$ cat src/rtl/zigzag_rle_pkg.sv
// zigzag_rle_pkg
// Shared definitions for the zigzag run-length encoder:
//   state_t        encoder FSM states
//   KIND_RUN/LIT   value of the token kind bit (run/EOB vs literal)
//   EOB_PAYLOAD    payload carried by the end-of-block token
//   pack_token()   places the kind bit directly above a COEF_W-bit payload
package zigzag_rle_pkg;

    // Widest coefficient the token packer can handle
    localparam int TOKEN_MAX_W = 32;

    localparam logic KIND_RUN = 1'b1;
    localparam logic KIND_LIT = 1'b0;

    // EOB is a run-kind token with a zero count, which a real run never has
    localparam logic [TOKEN_MAX_W-1:0] EOB_PAYLOAD = '0;

    typedef enum logic [2:0] {
        ST_IDLE,
        ST_SCAN,
        ST_RUNOUT,
        ST_FLUSH,
        ST_EOB
    } state_t;

    // Payload must already be zero-extended; the caller truncates the
    // result down to coef_w+1 bits.
    function automatic logic [TOKEN_MAX_W:0] pack_token(
        input logic                   kind,
        input logic [TOKEN_MAX_W-1:0] payload,
        input int                     coef_w
    );
        logic [TOKEN_MAX_W:0] kind_bit;
        kind_bit = {{TOKEN_MAX_W{1'b0}}, kind} << coef_w;
        return {1'b0, payload} | kind_bit;
    endfunction

endpackage

$ cat src/rtl/zigzag_walker.sv
// zigzag_walker
// Row/column walker that visits an N x N block in zigzag order.
// Ports:
//   Clock, reset_n   clock, asynchronous active-low reset
//   clear            return to (0,0)
//   step             advance to the next zigzag position
//   row, col         current position
//   last             high at the final position (N-1, N-1)
module zigzag_walker #(
    parameter int N = 8,
    localparam int R_W = (N > 1) ? $clog2(N) : 1
) (
    input  logic           Clock,
    input  logic           reset_n,
    input  logic           clear,
    input  logic           step,
    output logic [R_W-1:0] row,
    output logic [R_W-1:0] col,
    output logic           last
);

    localparam logic [R_W-1:0] EDGE = R_W'(N - 1);

    assign last = (row == EDGE) && (col == EDGE);

    // Even anti-diagonals move up-right, odd ones move down-left; on
    // hitting an edge the walker slides along it onto the next diagonal.
    // Stepping is frozen at the last position so the counters never wrap.
    always_ff @(posedge Clock or negedge reset_n) begin
        if (!reset_n) begin
            row <= '0;
            col <= '0;
        end else if (clear) begin
            row <= '0;
            col <= '0;
        end else if (step && !last) begin
            if ((row[0] ^ col[0]) == 1'b0) begin
                if (col == EDGE) begin
                    row <= row + R_W'(1);
                end else if (row == '0) begin
                    col <= col + R_W'(1);
                end else begin
                    row <= row - R_W'(1);
                    col <= col + R_W'(1);
                end
            end else begin
                if (row == EDGE) begin
                    col <= col + R_W'(1);
                end else if (col == '0) begin
                    row <= row + R_W'(1);
                end else begin
                    row <= row + R_W'(1);
                    col <= col - R_W'(1);
                end
            end
        end
    end

endmodule

$ cat src/rtl/zigzag_rle_encoder.sv
// zigzag_rle_encoder
// Captures an N x N block of coefficients, scans it in zigzag order and
// streams run / literal / end-of-block tokens over valid/ready.
// Ports:
//   Clock, reset_n   clock, asynchronous active-low reset
//   start, eob_en    capture request and trailing-zero fold mode
//   blk_in           raster block, coefficient k at [k*COEF_W +: COEF_W]
//   out_valid/ready  token handshake
//   out_token        {kind, payload}; kind 1 = run/EOB, 0 = literal
//   out_last         marks the EOB token
//   busy, done       block in progress / one-cycle completion pulse
module zigzag_rle_encoder
    import zigzag_rle_pkg::*;
#(
    parameter int N       = 8,
    parameter int COEF_W  = 8,
    parameter int RUN_MAX = 2**COEF_W - 1
) (
    input  logic                  Clock,
    input  logic                  reset_n,
    input  logic                  start,
    input  logic                  eob_en,
    input  logic [N*N*COEF_W-1:0] blk_in,
    output logic                  out_valid,
    input  logic                  out_ready,
    output logic [COEF_W:0]       out_token,
    output logic                  out_last,
    output logic                  busy,
    output logic                  done
);

    localparam int R_W   = (N > 1) ? $clog2(N) : 1;
    localparam int K_W   = (N > 1) ? $clog2(N * N) : 1;
    localparam int TOK_W = COEF_W + 1;

    state_t              state;
    logic [COEF_W-1:0]   blk_q [N*N];
    logic                eob_q;
    logic [COEF_W-1:0]   run_cnt;
    logic [COEF_W-1:0]   run_next;
    logic [COEF_W-1:0]   coef;
    logic [R_W-1:0]      row;
    logic [R_W-1:0]      col;
    logic [K_W-1:0]      cur_idx;
    logic                last_pos;
    logic                out_free;
    logic                capture;
    logic                walk_step;

    zigzag_walker #(.N(N)) u_walker (
        .Clock   (Clock),
        .reset_n (reset_n),
        .clear   (capture),
        .step    (walk_step),
        .row     (row),
        .col     (col),
        .last    (last_pos)
    );

    // The output register can take a new token when empty or being drained
    // this cycle. The walker advances on every zero and on every literal
    // actually sent; a literal preceded by a run waits one slot in RUNOUT.
    always_comb begin
        out_free  = !out_valid || out_ready;
        capture   = (state == ST_IDLE) && start;
        cur_idx   = K_W'(row) * K_W'(N) + K_W'(col);
        coef      = blk_q[cur_idx];
        run_next  = run_cnt + COEF_W'(1);
        walk_step = 1'b0;
        if (out_free) begin
            if (state == ST_SCAN) begin
                walk_step = (coef == '0) || (run_cnt == '0);
            end else if (state == ST_RUNOUT) begin
                walk_step = 1'b1;
            end
        end
    end

    // Block storage is pure data, so it carries no reset.
    always_ff @(posedge Clock) begin
        if (capture) begin
            for (int i = 0; i < N * N; i++) begin
                blk_q[i] <= blk_in[i*COEF_W +: COEF_W];
            end
        end
    end

    // Main FSM. Each state only acts when the output register is free, so a
    // stalled token stays put and the scan freezes with it.
    always_ff @(posedge Clock or negedge reset_n) begin
        if (!reset_n) begin
            state     <= ST_IDLE;
            eob_q     <= 1'b0;
            run_cnt   <= '0;
            out_valid <= 1'b0;
            out_token <= '0;
            out_last  <= 1'b0;
            busy      <= 1'b0;
            done      <= 1'b0;
        end else begin
            done <= 1'b0;
            case (state)
                ST_IDLE: begin
                    if (start) begin
                        eob_q   <= eob_en;
                        run_cnt <= '0;
                        busy    <= 1'b1;
                        state   <= ST_SCAN;
                    end
                end

                ST_SCAN: begin
                    if (out_free) begin
                        out_valid <= 1'b0;
                        out_last  <= 1'b0;
                        if (coef == '0) begin
                            if (run_next == COEF_W'(RUN_MAX)) begin
                                out_valid <= 1'b1;
                                out_token <= TOK_W'(pack_token(KIND_RUN, TOKEN_MAX_W'(run_next), COEF_W));
                                run_cnt   <= '0;
                            end else begin
                                run_cnt <= run_next;
                            end
                            if (last_pos) state <= ST_FLUSH;
                        end else if (run_cnt == '0) begin
                            out_valid <= 1'b1;
                            out_token <= TOK_W'(pack_token(KIND_LIT, TOKEN_MAX_W'(coef), COEF_W));
                            if (last_pos) state <= ST_FLUSH;
                        end else begin
                            out_valid <= 1'b1;
                            out_token <= TOK_W'(pack_token(KIND_RUN, TOKEN_MAX_W'(run_cnt), COEF_W));
                            run_cnt   <= '0;
                            state     <= ST_RUNOUT;
                        end
                    end
                end

                ST_RUNOUT: begin
                    if (out_free) begin
                        out_valid <= 1'b1;
                        out_last  <= 1'b0;
                        out_token <= TOK_W'(pack_token(KIND_LIT, TOKEN_MAX_W'(coef), COEF_W));
                        state     <= last_pos ? ST_FLUSH : ST_SCAN;
                    end
                end

                // A leftover run is either sent or dropped; when nothing is
                // sent the EOB goes out immediately to avoid a bubble.
                ST_FLUSH: begin
                    if (out_free) begin
                        out_valid <= 1'b1;
                        run_cnt   <= '0;
                        state     <= ST_EOB;
                        if ((run_cnt != '0) && !eob_q) begin
                            out_last  <= 1'b0;
                            out_token <= TOK_W'(pack_token(KIND_RUN, TOKEN_MAX_W'(run_cnt), COEF_W));
                        end else begin
                            out_last  <= 1'b1;
                            out_token <= TOK_W'(pack_token(KIND_RUN, EOB_PAYLOAD, COEF_W));
                        end
                    end
                end

                ST_EOB: begin
                    if (out_valid && out_last) begin
                        if (out_ready) begin
                            out_valid <= 1'b0;
                            out_last  <= 1'b0;
                            busy      <= 1'b0;
                            done      <= 1'b1;
                            state     <= ST_IDLE;
                        end
                    end else if (out_free) begin
                        out_valid <= 1'b1;
                        out_last  <= 1'b1;
                        out_token <= TOK_W'(pack_token(KIND_RUN, EOB_PAYLOAD, COEF_W));
                    end
                end

                default: state <= ST_IDLE;
            endcase
        end
    end

endmodule

$ cat config.mk
export PLATFORM = sky130hd
export DESIGN_NAME = zigzag_rle_encoder
export DESIGN_NICKNAME = d
export VERILOG_FILES = /design/src/rtl/zigzag_rle_pkg.sv /design/src/rtl/zigzag_walker.sv /design/src/rtl/zigzag_rle_encoder.sv
export SDC_FILE = /design/constraint.sdc
export NUM_CORES = 1
export LEC_CHECK = 0
export BUFFER_PORTS_ARGS = -buffer_cell sky130_fd_sc_hd__clkbuf_2
export CORE_MARGIN = 2
export CORE_UTILIZATION = 48
export CTS_CLUSTER_SIZE = 20
export DETAILED_ROUTE_END_ITERATION = 16
export PLACE_DENSITY = 0.83
export SYNTH_ARGS = -nofsm -noshare
export SYNTH_HDL_FRONTEND = slang
export SYNTH_SLANG_ARGS = --single-unit
$ cat constraint.sdc
create_clock -name Clock -period 17.9 [get_ports Clock]
set_input_delay 1.79 -clock Clock [delete_from_list [all_inputs] [get_ports Clock]]
set_output_delay 1.79 -clock Clock [all_outputs]
set_load 0.1 [all_outputs]
* Word level (Yosys, flattened, before mapping) *
Memories as Yosys holds them, arrays and structs flattened.
Index checks and enable logic that the tools add are counted.

cells by class
  $add $sub $neg = 6
  equal/unequal tests = 24
  muxes and demuxes = 64
  bitwise operators = 1
  reductions and logical operators = 33

operator list
  operator             count
  $mux 9               8
  $mux 3               21
  $mux 8               7
  $pmux 9 s4           1
  $pmux 8 s3           1
  $mux 1               21
  $logic_not 8->1      2
  $ne 2x2->1 const B   8
  $pmux 3 s5           1
  $ne 3x3->1 const B   4
  $reduce_and 5->1     2
  $eq 3x3->1 const B   3
  $logic_not 3->1      3
  $reduce_and 3->1     3
  $reduce_bool 3->1    3
  $add 8x1->8 const B  1
  $eq 8x8->1 const B   1
  $reduce_bool 8->1    1
  $reduce_and 7->1     1
  $add 3x1->3 const B  2
  $add 6x3->6          1
  $eq 3x2->1 const B   2
  $ne 3x2->1 const B   2
  $pmux 1 s3           2
  17 further kinds     27

word-level totals
  register bits = 31
  bits in writable memories = 512
  bits of input ports = 517
  output and inout port bits = 13
  logic and storage cells = 139
  memories kept = 1

memory list
  memory  words  bits a word  read ports  clocked after memory_dff  wr ports  line                      RTL
  blk_q   64     8            1           0                         64        zigzag_rle_encoder.sv:37  logic [COEF_W-1:0] blk_q [N*N];

* Depth between registers and ports, before layout *
An unclocked memory read counts as a cell.

  depth in word-level cells = 9
  mapped depth = 16
  mapped depth without buffers = 10

* Cells and area by module *
A second synthesis with hierarchy kept.

unflattened totals
  cells, all modules = 1093
  area, all modules = 21947.3 um2

modules (own cells, without submodules)
  module              instances  cells an instance  area each (um2)  seq. area each (um2)
  zigzag_rle_encoder  1          1027               21350.5          16000.3
  zigzag_walker       1          66                 596.8            150.1

* Worst setup path after synthesis *
OpenSTA, ideal clock, no wires.

  kind = input to register
  start = input start
  end = register eob_q
  setup time = 0.144 ns
  arrival time = 17.870 ns
  required time = 17.756 ns
  path slack = -0.114 ns
  cell stages on the path = 3
  buffers on the path = 1
  cell sequence = and3_1 > clkbuf_1 > mux2_2

between the ends
  word-level cells in the longest chain between the ends = 1

RTL lines
  what                               line                       RTL
  start: declaration                 zigzag_rle_encoder.sv:21   input logic start,
  $reduce_and 2->1 (no source line)  --
  end signal: assignment             zigzag_rle_encoder.sv:105  eob_q <= eob_en;
  end: declaration                   zigzag_rle_encoder.sv:38   logic eob_q;

No other way between the ends.
A chain may end at the register's enable or synchronous reset.

* Worst setup path in the final report *
  start = register u_walker.col[0]
  end = register run_cnt[5]

between the ends
  word-level cells in the longest chain between the ends = 6
  elaborated cells on any way between the ends = 8
  classes of those cells = add/sub: 1; eq/ne: 1; mux: 3; reduce/logical: 2; memory: 1

RTL lines
  what                      line                       RTL
  start: declaration        zigzag_walker.sv:18        output logic [R_W-1:0] col,
  start signal: assignment  zigzag_walker.sv:41        col <= col + R_W'(1);
  start signal: assignment  zigzag_walker.sv:44        col <= col + R_W'(1);
  start signal: assignment  zigzag_walker.sv:48        col <= col + R_W'(1);
  $add 6x3->6 (*)           zigzag_rle_encoder.sv:66   cur_idx = K_W'(row) * K_W'(N) + K_W'(col);
  $mem_v2 64x8 (*)          --
  $logic_not 8->1 (*)       zigzag_rle_encoder.sv:116  if (coef == '0) begin
  $mux 8                    zigzag_rle_encoder.sv:116
  $mux 8                    zigzag_rle_encoder.sv:113  if (out_free) begin
  $pmux 8 s3                zigzag_rle_encoder.sv:102  case (state)
  end signal: assignment    zigzag_rle_encoder.sv:122  run_cnt <= run_next;
  end: declaration          zigzag_rle_encoder.sv:39   logic [COEF_W-1:0] run_cnt;

Every way passes the cells marked *; elsewhere a longest branch is shown, timed or not. The select of a mux whose other input is x is not followed.

==> impl_metrics.json <==
{
  "run_status": "completed",
  "max-slew-margin-rel_pct": 27.23,
  "fin_worst_skew_ns": 0.02215,
  "chip_height_um": 216.8,
  "powerDensity_nw_per_um2": 155.7,
  "finalWeightedCongestion": 0.9011,
  "placementRows": 77,
  "rsz0062_at_grt": "no",
  "dr.first_iter.drc_count": 1443,
  "tritoncts": "done",
  "syn-mean-instance-area_um2": 19.42,
  "via_count": 13160,
  "cpMaxStageDelayCell": "dfrtp_4",
  "timing.final.crit_share_pct": 29.86,
  "timing.final.crit_period_ns": 5.346,
  "critical_path.cell_chain": "buf_4 -> buf_4 -> mux4_2 -> mux2_2 -> a21oi_1 -> a211o_1 -> o31ai_1 -> nor4_4 -> nand2_2 -> or4_4 -> or3_1 -> o21ai_1",
  "p_leak_nw": 9.849,
  "hold_viol_final": 0,
  "die_area_um2": 46980,
  "grt_start_max_net_pins": 181,
  "postCtsResizedCells": 0,
  "synth_enable_flop_cells": 512,
  "grt_overflow_total": 0,
  "synth_nets": 1650,
  "source_to_sink_clock_delay_at_the_later_pin_of_the_worst_skew_pair_ns": 0.60,
  "cts_htree_levels": 2,
  "fin_nets": 2196,
  "holdBufCountCts": 0,
  "slew_viol_final": 0,
  "data_arrival_critical_path_ns": 5.87,
  "die_x_um": 216.8,
  "yosys_warnings": 0,
  "crit_path_frequent_cell": "buf_4",
  "starting_density_pct": 48.92,
  "ctsRootBufferMaster": "clkbuf_16",
  "timing_worst_slew_pin_value_ns": 1.092,
  "stdcell_count": 2306,
  "dp_cell_count": 2201,
  "post_drt_wl_per_cell_um": 25.67,
  "synth-seq-area-share_pct": 74.33,
  "timing.critical_path.to_type": "flip-flop",
  "postCtsSetupRepairBufs": 0,
  "cts.path.max_buffers": 3,
  "number_of_global_route_vias_before_repair": 13800,
  "clkSlewWorstSetupHoldPaths_ns": 0.06,
  "route.detailed.drc": 0,
  "antenna_found_initial": 7,
  "setup_total_neg_slack_ns": 0,
  "final-setup-viol-count": 0,
  "postRouteAntennaNets": 0,
  "cts_made_buffers": 54,
  "coreArea_um2": 44410,
  "layout_commonest_cell": "clkbuf_2",
  "dp_hpwl_um": 42720,
  "critPathRequiredTime_ns": 18.43,
  "critPathMaxStageDelay_ns": 0.67,
  "port_buffers": 529,
  "synth-main-ff-cell": "edfxtp_1",
  "async_flop_share_pct": 5.709,
  "syn-instance-count": 1119,
  "netlist_area_um2": 21730,
  "sequential_cell_area_um2": 16160,
  "flow.area_growth_from_synthesis_pct": 23.00,
  "mostFrequentLayoutCells": "529 x clkbuf_2, 512 x edfxtp_1, 124 x mux4_2",
  "grt_usage_pct": 25.45,
  "multi_input_area_um2": 5214,
  "vdd_drop_max_mv": 0.1342,
  "grt_first_pass_wirelength_um": 87090,
  "route.detailed.vias_per_inst": 5.707,
  "cts.sink_count": 543,
  "pre_repair_dr_iteration_count": 5,
  "r2r_setup_slack_ns": 12.55,
  "nFillCells": 3124,
  "wirelength_routed_um": 59190,
  "timing.fmax_mhz": 187.1,
  "drive_gt1_share_pct": 45.35,
  "io_pins": 530,
  "hold_class": "reg2reg",
  "setup.worst_path.start_class": "flip-flop",
  "number_of_max_capacitance_violations_reported": 0,
  "worst-setup-path-type": "reg2reg",
  "ys_types": 67,
  "ys_ff_latch": 543,
  "critical_path_peak_fanout": 36
}
-- routing by layer --
metal	routed length, µm	GRT usage (%)	vias to the layer above
met5	27	0	-
met4	1643	7.808	4
met3	4662	4.766	97
met2	30210	43.00	704
met1	22650	33.86	6615
li1	-	-	5740
-- per-stage QoR --
stage / worst slack (ns) / power [mW] / cell area, µm² / util, % / hold WS [ns]
3_3_place_gp: 12.59 / 3.049 / 24960 / 56.20 / 0.4843
2_1_floorplan: 8.209 / 2.737 / 21730 / - / 0.4716
6_report: 12.55 / 4.162 / 26730 / 60.17 / 0.5127
4_1_cts: 12.52 / 4.197 / 26720 / 60.16 / 0.5094
3_5_place_dp: 12.54 / 3.079 / 24960 / 56.20 / 0.4958
5_1_grt: 12.18 / 4.351 / 26730 / 60.17 / 0.5274
-- worst max-delay path, delay by kind of cell, from the launching register on --
family                 cells  cell delay, ns
buffers and inverters      2            1.25
muxes                      2            0.86
AOI/OAI and AO/OA          4            0.71
DFF                        1            0.67
and+or+nand+nor            4            1.68
-- sequential cells by signal (all words and copies together), names as in the netlist --
name / count
busy: 1
done: 1
out_last: 1
out_valid: 1
run_cnt: 8
u_walker.row: 3
u_walker.col: 3
state: 3
eob_q: 1
blk_q: 512
out_token: 9
-- power by group --
group | switching (mW) | total, mW | internal, mW
Sequential | 0.132 | 1.77 | 1.64
Clock | 0.480 | 1.12 | 0.639
Combinational | 0.756 | 1.27 | 0.519
Total | 1.37 | 4.16 | 2.79
-- worst paths after layout --
path                            startpoint               to  cells after the start
max                        u_walker.col[0]       run_cnt[5]                     12
min                                   busy             busy                      2
max reg2reg                u_walker.col[0]       run_cnt[5]                     12
min reg2reg                           busy             busy                      2
max in group asynchronous          reset_n  u_walker.col[0]                      1
min in group asynchronous          reset_n             done                      1
-- layout make-up --
cell class | count | share of cell area, %
clock buffer | 64 | 5.276
inverter | 17 | 0.2388
multi-input combinational | 504 | 19.51
sequential | 543 | 60.48
clock inverter | 38 | 1.292
tap | 592 | 2.772
timing repair buffer | 545 | 10.40
antenna | 3 | 0.02809
-- Yosys cell counts (3+ instances only) --
library cell | number | area share, %
nor4_1 | 8 | 0.23
buf_6 | 9 | 0.47
and2_1 | 5 | 0.14
nand4_1 | 3 | 0.086
a2111oi_0 | 3 | 0.12
buf_2 | 10 | 0.23
nand3b_1 | 4 | 0.14
a31oi_1 | 21 | 0.60
clkbuf_1 | 27 | 0.47
o31a_1 | 3 | 0.12
buf_4 | 5 | 0.17
a21oi_1 | 27 | 0.62
mux4_2 | 124 | 13
o22ai_1 | 26 | 0.75
o21a_1 | 3 | 0.10
and3_1 | 5 | 0.14
a211oi_1 | 7 | 0.24
nor2b_1 | 7 | 0.20
buf_1 | 4 | 0.069
inv_1 | 15 | 0.26
a22oi_1 | 5 | 0.17
nand2b_1 | 6 | 0.17
ha_1 | 14 | 0.81
mux2i_1 | 12 | 0.55
dfrtp_1 | 31 | 3.6
o21ai_1 | 5 | 0.12
nand3_1 | 24 | 0.55
mux2_2 | 3 | 0.16
o31ai_1 | 6 | 0.21
edfxtp_1 | 512 | 71
or3_1 | 10 | 0.29
o21ai_0 | 19 | 0.44
nand2_1 | 60 | 1.0
nor3_1 | 11 | 0.25
o211ai_1 | 3 | 0.10
or3b_2 | 8 | 0.32
xnor2_1 | 4 | 0.16
nor2_1 | 30 | 0.52
o221ai_1 | 4 | 0.16
-- cells by family after synthesis --
kind of cell / after synthesis / share of synthesized area, %
buffers and inverters: 72 / 1.699
adders and majority gates: 14 / 0.8062
xor gates and xnor gates: 6 / 0.2419
DFF: 543 / 74.33
muxes: 139 / 13.56
AOI/OAI and AO/OA: 157 / 4.912
and+or+nand+nor: 188 / 4.451
Power figures use the tool's default switching activity.
